===== src/rtl/ucore_pkg.sv =====
// ucore_pkg: shared definitions for the microcode sequencer slice.
//   - UC_* opcode encodings (3-bit) decoded by the sequencer.
//   - Sequencer state encoding (2-bit) and the matching enum type.
//   - cond_sel_w(): width of the condition-select field for a given COND_W.
package ucore_pkg;

    localparam logic [2:0] UC_NEXT   = 3'd0;
    localparam logic [2:0] UC_JUMP   = 3'd1;
    localparam logic [2:0] UC_BRANCH = 3'd2;
    localparam logic [2:0] UC_WAIT   = 3'd3;
    localparam logic [2:0] UC_CALL   = 3'd4;
    localparam logic [2:0] UC_RET    = 3'd5;
    localparam logic [2:0] UC_HALT   = 3'd6;
    localparam logic [2:0] UC_RSVD   = 3'd7;

    localparam logic [1:0] UC_ST_IDLE  = 2'd0;
    localparam logic [1:0] UC_ST_RUN   = 2'd1;
    localparam logic [1:0] UC_ST_HALT  = 2'd2;
    localparam logic [1:0] UC_ST_ERROR = 2'd3;

    typedef enum logic [1:0] {
        ST_IDLE  = UC_ST_IDLE,
        ST_RUN   = UC_ST_RUN,
        ST_HALT  = UC_ST_HALT,
        ST_ERROR = UC_ST_ERROR
    } uc_state_t;

    // Bits needed to index one of cond_w condition flags (cond_w is a power of two).
    function automatic int cond_sel_w(input int cond_w);
        return $clog2(cond_w);
    endfunction

endpackage


===== src/rtl/ucore_call_stack.sv =====
// ucore_call_stack: LIFO of return addresses for CALL/RET.
//   clk, resetn      : clock, asynchronous active-low reset (clears pointer only)
//   push / pop       : push wdata / discard top entry (never both at once)
//   clear            : synchronous pointer clear, wins over push/pop
//   wdata / rdata    : address to push / current top-of-stack
//   full / empty     : pointer at STACK_DEPTH / at zero
module ucore_call_stack #(
    parameter int PC_W        = 8,
    parameter int STACK_DEPTH = 4
) (
    input  logic            clk,
    input  logic            resetn,
    input  logic            push,
    input  logic            pop,
    input  logic            clear,
    input  logic [PC_W-1:0] wdata,
    output logic [PC_W-1:0] rdata,
    output logic            full,
    output logic            empty
);

    localparam int SP_W = $clog2(STACK_DEPTH + 1);
    // Entry index width; kept at least 1 so a single-entry stack still has an index.
    localparam int AW   = (STACK_DEPTH > 1) ? $clog2(STACK_DEPTH) : 1;

    logic [SP_W-1:0] sp_q;
    logic [SP_W-1:0] sp_d;
    logic [PC_W-1:0] mem_q [0:(1 << AW) - 1];
    logic [AW-1:0]   wr_idx_s;
    logic [AW-1:0]   rd_idx_s;

    assign full     = (sp_q == SP_W'(STACK_DEPTH));
    assign empty    = (sp_q == {SP_W{1'b0}});
    assign wr_idx_s = AW'(sp_q);
    assign rd_idx_s = AW'(sp_q - SP_W'(1));
    assign rdata    = mem_q[rd_idx_s];

    // Next stack pointer: clear has priority, push/pop guarded against full/empty.
    always_comb begin
        sp_d = sp_q;
        if (clear) begin
            sp_d = {SP_W{1'b0}};
        end else if (push && !full) begin
            sp_d = sp_q + SP_W'(1);
        end else if (pop && !empty) begin
            sp_d = sp_q - SP_W'(1);
        end else begin
            sp_d = sp_q;
        end
    end

    // Stack pointer register.
    always_ff @(posedge clk or negedge resetn) begin
        if (!resetn) begin
            sp_q <= {SP_W{1'b0}};
        end else begin
            sp_q <= sp_d;
        end
    end

    // Entry storage; contents are don't-care until pushed, so no reset.
    always_ff @(posedge clk) begin
        if (push && !full && !clear) begin
            mem_q[wr_idx_s] <= wdata;
        end
    end

endmodule


===== src/rtl/ucore_sequencer.sv =====
// ucore_sequencer: microcode sequencer stepping a PC through an external async ROM.
//   clk, resetn           : clock, asynchronous active-low reset
//   start                 : launch from RESET_PC when IDLE/HALT/ERROR (ignored in RUN)
//   cond                  : datapath condition flags
//   pc                    : ROM address
//   i_op .. i_ctrl        : fields of the instruction currently at pc
//   ctrl_out              : i_ctrl while in RUN, zero otherwise
//   busy/halted/stack_err : state is RUN / HALT / ERROR
module ucore_sequencer
    import ucore_pkg::*;
#(
    parameter int PC_W        = 8,
    parameter int CTRL_W      = 16,
    parameter int COND_W      = 8,
    parameter int STACK_DEPTH = 4,
    parameter int RESET_PC    = 0
) (
    input  logic                          clk,
    input  logic                          resetn,
    input  logic                          start,
    input  logic [COND_W-1:0]             cond,
    output logic [PC_W-1:0]               pc,
    input  logic [2:0]                    i_op,
    input  logic [cond_sel_w(COND_W)-1:0] i_cond_sel,
    input  logic                          i_cond_inv,
    input  logic [PC_W-1:0]               i_target,
    input  logic [CTRL_W-1:0]             i_ctrl,
    output logic [CTRL_W-1:0]             ctrl_out,
    output logic                          busy,
    output logic                          halted,
    output logic                          stack_err
);

    localparam logic [PC_W-1:0] ENTRY_PC = PC_W'(RESET_PC);

    uc_state_t         state_q;
    uc_state_t         state_d;
    logic [PC_W-1:0]   pc_q;
    logic [PC_W-1:0]   pc_d;
    logic [PC_W-1:0]   pc_inc_s;
    logic [PC_W-1:0]   stk_rdata_s;
    logic [CTRL_W-1:0] ctrl_s;
    logic              cond_s;
    logic              push_s;
    logic              pop_s;
    logic              clear_s;
    logic              full_s;
    logic              empty_s;

    // Wraps modulo 2^PC_W; also used as the pushed return address.
    assign pc_inc_s = pc_q + PC_W'(1);
    assign cond_s   = cond[i_cond_sel] ^ i_cond_inv;

    ucore_call_stack #(
        .PC_W        (PC_W),
        .STACK_DEPTH (STACK_DEPTH)
    ) u_call_stack (
        .clk    (clk),
        .resetn (resetn),
        .push   (push_s),
        .pop    (pop_s),
        .clear  (clear_s),
        .wdata  (pc_inc_s),
        .rdata  (stk_rdata_s),
        .full   (full_s),
        .empty  (empty_s)
    );

    // Next state, next PC, stack controls and control word.
    always_comb begin
        state_d = state_q;
        pc_d    = pc_q;
        push_s  = 1'b0;
        pop_s   = 1'b0;
        clear_s = 1'b0;
        ctrl_s  = {CTRL_W{1'b0}};
        case (state_q)
            ST_RUN: begin
                // The executing instruction's control word is driven even on
                // stall, halt and stack-fault cycles.
                ctrl_s = i_ctrl;
                case (i_op)
                    UC_JUMP:   pc_d = i_target;
                    UC_BRANCH: pc_d = cond_s ? i_target : pc_inc_s;
                    UC_WAIT:   pc_d = cond_s ? pc_inc_s : pc_q;
                    UC_CALL: begin
                        if (full_s) begin
                            state_d = ST_ERROR;
                        end else begin
                            push_s = 1'b1;
                            pc_d   = i_target;
                        end
                    end
                    UC_RET: begin
                        if (empty_s) begin
                            state_d = ST_ERROR;
                        end else begin
                            pop_s = 1'b1;
                            pc_d  = stk_rdata_s;
                        end
                    end
                    UC_HALT:   state_d = ST_HALT;
                    // UC_NEXT and the reserved opcode both step to pc+1.
                    default:   pc_d = pc_inc_s;
                endcase
            end
            default: begin
                if (start) begin
                    state_d = ST_RUN;
                    pc_d    = ENTRY_PC;
                    clear_s = 1'b1;
                end else begin
                    state_d = state_q;
                end
            end
        endcase
    end

    // State and PC registers.
    always_ff @(posedge clk or negedge resetn) begin
        if (!resetn) begin
            state_q <= ST_IDLE;
            pc_q    <= ENTRY_PC;
        end else begin
            state_q <= state_d;
            pc_q    <= pc_d;
        end
    end

    assign pc        = pc_q;
    assign ctrl_out  = ctrl_s;
    assign busy      = (state_q == ST_RUN);
    assign halted    = (state_q == ST_HALT);
    assign stack_err = (state_q == ST_ERROR);

endmodule


===== config.mk =====
export PLATFORM = sky130hd
export DESIGN_NAME = ucore_sequencer
export DESIGN_NICKNAME = d
export VERILOG_FILES = /design/src/rtl/ucore_pkg.sv /design/src/rtl/ucore_call_stack.sv /design/src/rtl/ucore_sequencer.sv
export SDC_FILE = /design/constraint.sdc
export NUM_CORES = 1
export LEC_CHECK = 0
export ABC_AREA = 1
export BUFFER_PORTS_ARGS = -buffer_cell sky130_fd_sc_hd__buf_2
export CAP_MARGIN = 20
export CORE_MARGIN = 2
export CORE_UTILIZATION = 43
export DETAILED_ROUTE_END_ITERATION = 7
export PLACE_DENSITY = 0.66
export SYNTH_ARGS = -nofsm -noshare
export SYNTH_HDL_FRONTEND = slang
export SYNTH_HIERARCHICAL = 1
export SYNTH_SLANG_ARGS = --single-unit

===== constraint.sdc =====
create_clock -name clk -period 5.9 [get_ports clk]
set_input_delay 0.59 -clock clk [delete_from_list [all_inputs] [get_ports clk]]
set_output_delay 0.59 -clock clk [all_outputs]
set_load 0.05 [all_outputs]

Word-level counts from Yosys, hierarchy flattened
Memories as Yosys holds them, arrays and structs flattened.
Index checks and enable logic that the tools add are counted.
{ "classes": {"add_sub_neg": 3, "magnitude_cmp": 1, "eq_ne": 17, "n_mux": 28, "bitwise": 1, "n_reduce_logical": 11} }
{ "op_table": {"columns": ["op", "count"], "rows": [
  ["$mux 8", 6],
  ["$pmux 8 s6", 1],
  ["$mux 16", 1],
  ["$eq 3x3->1 const B", 4],
  ["$mux 1", 11],
  ["$mux 3", 3],
  ["$ne 3x3->1 const B", 3],
  ["$add 8x1->8 const B", 1],
  ["$mux 2", 4],
  ["$eq 3x2->1 const B", 2],
  ["$ne 3x2->1 const B", 2],
  ["$pmux 2 s3", 1],
  ["$reduce_and 5->1", 1],
  ["$eq 2x2->1 const B", 2],
  ["$lt 3x4->1 const B", 1],
  ["$ne 4x1->1 const B", 1],
  ["$reduce_and 4->1", 1],
  ["$add 3x1->3 const B", 1],
  ["$bmux 1 s3", 1],
  ["$eq 3x1->1 const B", 1],
  ["$logic_and 1x1->1", 3],
  ["$logic_not 1->1", 3],
  ["$logic_not 3->1", 1],
  ["$reduce_bool 3->1", 1],
  ["5 further kinds", 5]
]} }
{ "word_totals": {"register_bits": 13, "mem_bits_rw": 32, "out_inout_bits": 27, "elab_cells": 65, "n_memories": 1} }
{ "mem_list": {"columns": ["name", "depth", "width", "read_ports", "rd_ports_with_merged_regs", "write_ports", "line", "source"], "rows": [
  ["u_call_stack.mem_q", 4, 8, 1, 0, 1, "ucore_call_stack.sv:28", "logic [PC_W-1:0] mem_q [0:(1 << AW) - 1];"]
]} }

Logic depth before layout (Yosys ltp)
Gate-level depths: netlist of the first run.
{ "depth": {"depth_word": 8, "ltp_mapped": 13, "ltp_nobuf": 12} }

Modules after synthesis
Netlist of the first run, hierarchy kept.
{ "modules_own_cells": {"columns": ["module", "instances", "cells_per_inst", "area_per_inst_um2", "seq_area_each_um2"], "rows": [
  ["ucore_call_stack", 1, 124, 1502.7, 1036.0],
  ["ucore_sequencer", 1, 234, 1355.0, 250.2]
]} }

Worst setup path after synthesis of the first run
No wires, ideal clock.
{ "synth_timing": {"path_type": "reg2reg", "start": "register u_call_stack.sp_q[0]", "end": "memory u_call_stack.mem_q[2][0] (enable)", "setup_time_ns": 0.371, "arrival_time_ns": 1.821, "required_ns": 5.529, "setup_slack_ns": 3.709, "stages_incl_launch_ff": 11, "synth_period_minus_slack_ns": 2.191, "path_cell_list": "dfrtp_1 > inv_2 > buf_6 > ha_1 > nand2_2 > inv_1 > nor2_1 > nand2_1 > inv_1 > nand3_2 > nor2_1"} }
{ "synth_between": {"elab_chain_cells": 8, "elab_cells_between_ends": 9} }
{ "synth_rtl": {"columns": ["item", "line", "source"], "rows": [
  ["from (decl)", "ucore_call_stack.sv:26", "logic [SP_W-1:0] sp_q;"],
  ["from (signal assigned)", "ucore_call_stack.sv:55", "sp_q <= {SP_W{1'b0}};"],
  ["from (signal assigned)", "ucore_call_stack.sv:57", "sp_q <= sp_d;"],
  ["$eq 3x3->1", "ucore_call_stack.sv:32", "assign full = (sp_q == SP_W'(STACK_DEPTH));"],
  ["net full_s", "ucore_sequencer.sv:47", "logic full_s;"],
  ["$mux 1", "ucore_sequencer.sv:87", "if (full_s) begin"],
  ["$mux 1", "ucore_sequencer.sv:82", "case (i_op)"],
  ["$mux 1", "ucore_sequencer.sv:77", "case (state_q)"],
  ["net push_s", "ucore_sequencer.sv:44", "logic push_s;"],
  ["$logic_and 1x1->1 (2 in series)", "ucore_call_stack.sv:63", "if (push && !full && !clear) begin"],
  ["$mux 1", "ucore_call_stack.sv:63", null],
  ["$mux 1 (implied by the code)", "ucore_call_stack.sv:64", "mem_q[wr_idx_s] <= wdata;"],
  ["to (decl)", "ucore_call_stack.sv:28", null]
]} }
The timed path passes the listed nets, and every way through them passes these cells.

Worst setup path after layout of the first run
{ "layout_timing": {"start": "register u_call_stack.sp_q[0]", "end": "memory u_call_stack.mem_q[3][4] (enable)"} }
Same word-level chain as after synthesis.

==> impl_metrics.tcl, run 1 <==
set metrics [dict create \
    status "complete, no violations" \
    grt_max_degree 22 \
    yosysWarnings 6 \
    intPower_mw 0.7511 \
    period_share 0.4772 \
    power_leakage_nw 1.681 \
    p_per_area_nw_per_um2 491.9 \
    crit_arrival_ns 2.75 \
    critPathTopFamily "simple AND/OR/NAND/NOR gates" \
    synth_cell_types 37 \
    worst_pin_slew_ns 0.6652 \
    max-cap-violations 0 \
    diodes 0 \
    gp_congestion 1.001 \
    vias 2600 \
    postSynthAreaPerCell_um2 7.983 \
    syn_area_um2 2858 \
    clk_pin_slew_ns 0.09 \
    final_common_cell "buf_2" \
    slew_headroom 0.5549 \
    cts_resized 0 \
    postCtsSetupBuffers 0 \
    dr.pass1.iters 5 \
    finalHoldViolations 0 \
    cp_cell_sequence "inv_2 > ha_1 > nand2_2 > inv_1 > nor2_1 > nand2_1 > inv_1 > nand3_2 > nor2_1" \
    insertion_delay_ns 0.30 \
    fin_skew_ns 0.002638 \
    clockPowerShare 0.119 \
    start_kind "flop" \
    routed_wl_um 7073 \
    rows 29 \
    fillers 615 \
    grt_pass1_vias 2402 \
    cp_max_fo 21 \
    final_cell_mix "68 x buf_2, 65 x nand2_1, 59 x nor2_1, 54 x inv_1, 38 x nand3_1" \
    initialDrtViolationCount 131 \
    post_drt_wl_per_cell_um 14.03 \
    die_w_um 85.52 \
    holdWs_ns 0.1904 \
    cts_hold_buf 0 \
    crit_required_ns 5.84 \
    p_switching_mw 0.8874 \
    grt_pass1_wl_um 11160 \
    htree_levels 2 \
    ys_seq_elements 45 \
    fmax_ghz 0.3552 \
    cts_tree "done" \
    cp-end-kind "flop" \
    antenna_left 0 \
    rsz0062_at_grt "false" \
    critPathSlowestCell "dfrtp_1" \
    fin_nets 474 \
    hpwl_um 5457 \
    max_stage_delay_ns 0.68 \
    hold_path_class "input pin to async pin" \
    die_y_um 85.52 \
    tns_ns 0 \
    drive_gt1_frac 0.2600 \
    swShare 0.5416 \
    cts.sinks 45 \
    final.min_clock_period_ns 2.816 \
    cp_num_buf_inv 3 \
    power_frac_comb 0.583 \
    grt_use_total 0.1958 \
    ios 69 \
    synth_fp_nets 406 \
    antenna_found_initial 0 \
    syn-instance-count 358 \
    setup_violations 0 \
    dieArea_um2 7314 \
    ir_drop_v 0.0002680 \
    power_frac_seq 0.298 \
    core_um2 6386 \
    slew_viol_final 0 \
    remaining_drc_errors 0 \
    clock-root-buffer "clkbuf_8" \
    path_class "flop to flop" \
    io_buffers 68 \
    viasPerCell 5.159 \
    cts_buffer_depth 2 \
    syn_to_final_growth_pct 16.55 \
    ys_seq_area_frac 0.4501 \
    start_util 0.4475 \
    cts_buffers 5 \
    grt_overflow 0 \
]
==> sequential cells by signal, indices dropped and copies added, names as in the netlist <==
register            cells
state_q                 2
u_call_stack/sp_q       3
pc                      8
u_call_stack/mem_q     32
==> kinds of logic after synthesis <==
| group | count (synthesis) | share of synthesized area |
|---|---|---|
| xor+xnor | 5 | 0.01532 |
| buf+inv | 71 | 0.1038 |
| fa+ha+maj | 6 | 0.02627 |
| flops | 45 | 0.4501 |
| simple gates | 183 | 0.2903 |
| compound gates | 48 | 0.1143 |
==> synth_stat cells <==
cell type	number	area (µm²)
nand2_1	65	244.0
nor2_1	59	221.5
inv_1	54	202.7
nand3_1	38	190.2
edfxtp_1	32	960.9
o21ai_0	24	120.1
dfrtp_1	13	325.3
a211oi_2	8	100.1
inv_2	8	30.03
o22ai_1	8	50.05
ha_1	6	75.07
nand3_2	5	50.05
xor2_1	5	43.79
nor2_2	4	25.02
buf_6	3	33.78
nand2_2	2	12.51
nand2_4	2	22.52
nor2_4	2	22.52
o21ai_1	2	10.01
a21boi_0	1	7.510
a21o_1	1	7.510
a21oi_1	1	5.000
a21oi_2	1	8.760
a31o_2	1	8.760
and2_1	1	6.260
buf_1	1	3.750
buf_4	1	7.510
clkbuf_1	1	3.750
clkbuf_2	1	5.000
clkinv_1	1	3.750
inv_4	1	6.260
nand3b_1	1	7.510
nand4_1	1	6.260
nor3_1	1	5.000
nor3_2	1	10.01
nor4_1	1	6.260
o2111ai_1	1	8.760
==> worst reg2reg max path: stages (launching register included) <==
cell and delay, ns:
dfrtp_1 0.68, inv_2 0.27, ha_1 0.32, nand2_2 0.11, inv_1 0.06, nor2_1 0.09, nand2_1 0.07, inv_1 0.10
nand3_2 0.17, nor2_1 0.56
==> power by group through the flow <==
stage                     Clock [mW]  Combinational (mW)  Sequential (mW)
final                          0.195               0.955            0.489
after floorplan                    0               0.652            0.566
after global placement             0               0.940            0.493
after detailed placement           0               0.955            0.495
after CTS                      0.199               0.955            0.488
after global routing           0.213                1.04            0.499
==> per-stage QoR <==
| step | setup slack, ns | cells | power [mW] | utilization | area [µm²] |
|---|---|---|---|---|---|
| finish | 3.084 | 504 | 1.638 | 0.5216 | 3331 |
| global route | 2.841 | 504 | 1.747 | 0.5216 | 3331 |
| CTS | 3.160 | 504 | 1.642 | 0.5216 | 3331 |
| floorplan | 3.709 | 358 | 1.219 | - | 2858 |
| detailed placement | 3.169 | 496 | 1.449 | 0.5074 | 3241 |
| global placement | 3.282 | 496 | 1.434 | 0.5074 | 3241 |
==> final cells by class <==
class | count | area (µm²) | area share
Sequential cell | 45 | 1286 | 0.3862
Multi-Input combinational cell | 242 | 1275 | 0.3828
Timing Repair Buffer | 68 | 340.3 | 0.1022
Inverter | 64 | 242.7 | 0.07288
Tap cell | 77 | 96.34 | 0.02893
Clock buffer | 5 | 68.82 | 0.02066
Clock inverter | 3 | 21.27 | 0.006386
==> layer usage <==
layer | GRT usage | wire length (µm) | up-vias
met5 | 0 | 0 | -
met4 | 0.06061 | 73 | 0
met3 | 0.03754 | 599 | 11
met2 | 0.3473 | 3417 | 116
met1 | 0.2410 | 2982 | 1177
li1 | - | - | 1296
==> path summary, 6_finish.rpt <==
| path | start | to | slack [ns] | depth (start not counted) |
|---|---|---|---|---|
| setup reg to reg | u_call_stack/sp_q[0] | u_call_stack/mem_q[3][4] | 3.08 | 9 |
| min in group clk | pc[1] | pc[1] | 0.54 | 2 |
| setup / recovery | u_call_stack/sp_q[0] | u_call_stack/mem_q[3][4] | 3.08 | 9 |
| hold / removal | resetn | u_call_stack/sp_q[0] | 0.19 | 1 |
| max in group asynchronous | resetn | pc[6] | 5.45 | 1 |
| hold reg to reg | pc[1] | pc[1] | 0.54 | 2 |
Power figures use the tool's default switching activity.
==> run 2: changes to the inputs <==
==> constraint.sdc (replaced) <==
create_clock -name clk -period 2.7 [get_ports clk]
set_input_delay 0.27 -clock clk [delete_from_list [all_inputs] [get_ports clk]]
set_output_delay 0.27 -clock clk [all_outputs]
set_load 0.05 [all_outputs]
==> run 2 against run 1 <==
First-iteration DRC count rose by 20%. Cell count rose by 1.6%. Combinational power rose by 120%. Maximum frequency rose by 27%. Via count barely moved.
==> impl_metrics.tcl, run 2 (synthesis gave the netlist of run 1 again) <==
set metrics [dict create \
    status "complete, no violations" \
    cts_buffers 5 \
    grt_pass1_wl_um 11720 \
    rsz0062_at_grt "false" \
    remaining_drc_errors 0 \
    hold_path_depth 4 \
    regMostFlops "u_call_stack/mem_q" \
    clk_pin_slew_ns 0.09 \
    ir_drop_v 0.0006662 \
    hp-start "start" \
    power_leakage_nw 1.728 \
    core_um2 6386 \
    fillers 636 \
    start_util 0.4475 \
    crit_arrival_ns 2.24 \
    fin_nets 482 \
    die_y_um 85.52 \
    cts_buffer_depth 2 \
    postCtsSetupBuffers 0 \
    critPathSlowestCell "dfrtp_1" \
    p_per_area_nw_per_um2 1066 \
    slew_headroom 0.5412 \
    largest_reg_flops 32 \
    highest_layer "met4" \
    grt_pass1_vias 2493 \
    final_common_cell "buf_2" \
    routed_wl_um 7289 \
    drive_gt1_frac 0.2713 \
    cts.sinks 45 \
    fin_skew_ns 0.01116 \
    clock-root-buffer "clkbuf_8" \
    wirelength_met1_um 3093 \
    hold_path_class "input pin to flop" \
    grt_overflow 0 \
    fmax_ghz 0.4510 \
    routed-wl-met2_um 3594 \
    cp_cell_sequence "inv_2 > ha_1 > nand2_2 > inv_1 > nor2_1 > nand2_1 > inv_1 > nand3_2 > nor2_1 > buf_4" \
    setup_violations 0 \
    tns_ns 0 \
    fin_area_um2 3401 \
    antenna_found_initial 0 \
    final.min_clock_period_ns 2.217 \
    cp-end-kind "flop" \
    crit_required_ns 2.72 \
    final_cell_mix "68 x buf_2, 65 x nand2_1, 59 x nor2_1, 54 x inv_1, 38 x nand3_1" \
    syn_to_final_growth_pct 19.00 \
    diodes 0 \
    cts_tree "done" \
    initialDrtViolationCount 157 \
    antenna_left 0 \
    cts_hold_buf 1 \
    power_mw 3.626 \
    dieArea_um2 7314 \
    finalHoldViolations 0 \
    cp_num_buf_inv 4 \
    grt_max_degree 21 \
    worst_r2r_endpoint "u_call_stack/mem_q[3][2]" \
    period_share 0.8212 \
    rrSetupSlack_ns 0.48 \
    grt_use_total 0.2024 \
    met3_length_um 551 \
    max-cap-violations 0 \
    hpwl_um 5589 \
    die_w_um 85.52 \
    max_stage_delay_ns 0.66 \
    cp_max_fo 19 \
    insertion_delay_ns 0.31 \
    gp_congestion 0.9065 \
    post_drt_wl_per_cell_um 14.24 \
    worst_pin_slew_ns 0.6844 \
    slew_viol_final 0 \
    cts_resized 0 \
    htree_levels 2 \
    viasPerCell 5.076 \
    vias 2599 \
    path_class "flop to flop" \
    io_buffers 68 \
    rr_worst_depth 10 \
    critPathTopFamily "flip-flops" \
    start_kind "flop" \
    dr.pass1.iters 5 \
    fin_util 0.5325 \
    rows 29 \
    r2r-start "u_call_stack/sp_q[0]" \
    hold_end "state_q[1]" \
    placed_area_um2 3293 \
    ios 69 \
]
## run 2: cell count changes in the layout (fill, tap and decap cells not counted), sizes merged
cell         before  now
buf              68   75
clkinv            2    1
clkinvlp          1    0
dlygate4sd3       0    1
inv              64   66
## run 2: how the worst max path moves through the flow
stage	from	slack, ns	depth (start not counted)	to
final	u_call_stack/sp_q[0]	0.48	10	u_call_stack/mem_q[3][2]
after global routing	u_call_stack/sp_q[0]	0.20	10	u_call_stack/mem_q[1][5]
after CTS	u_call_stack/sp_q[0]	0.50	10	u_call_stack/mem_q[3][6]
after detailed placement	u_call_stack/sp_q[0]	0.52	10	u_call_stack/mem_q[3][1]
after global placement	u_call_stack/sp_q[0]	0.59	10	u_call_stack/mem_q[0][2]
after floorplan	u_call_stack/sp_q[0]	0.51	10	u_call_stack/mem_q[2][0]
## run 2: power by group
part	total, mW	leakage (nW)	internal (mW)	switching [mW]
Sequential	1.07	0.458	0.923	0.145
Clock	0.459	0.0511	0.196	0.263
Combinational	2.10	1.22	0.559	1.54
Total	3.63	1.73	1.68	1.95
## run 2: cell type report
class	count	area, µm²	area share
Multi-Input combinational cell	242	1275	0.3749
Sequential cell	45	1286	0.3782
Clock buffer	5	68.82	0.02024
Inverter	64	242.7	0.07138
Clock inverter	3	28.78	0.008462
Timing Repair Buffer	76	402.9	0.1185
Tap cell	77	96.34	0.02833
## run 2: routing by layer
layer,vias up,global-route usage
li1,1308,-
met1,1184,0.2485
met2,100,0.3565
met3,7,0.04524
met4,0,0.05916
met5,-,0
## run 2: per-stage QoR
step           setup WS, ns  hold WS [ns]  std cells
3_3_place_gp         0.5863        0.2120        503
6_report             0.4829        0.3364        512
3_5_place_dp         0.5177        0.2206        503
4_1_cts              0.5001        0.3301        512
2_1_floorplan        0.5087      -0.02559        358
5_1_grt              0.2024        0.3712        512
## run 2: worst reg2reg max path: stages, from the launching register on
cell	delay [ns]
dfrtp_1	0.66
inv_2	0.07
ha_1	0.25
nand2_2	0.12
inv_1	0.06
nor2_1	0.09
nand2_1	0.07
inv_1	0.10
nand3_2	0.17
nor2_1	0.15
buf_4	0.18
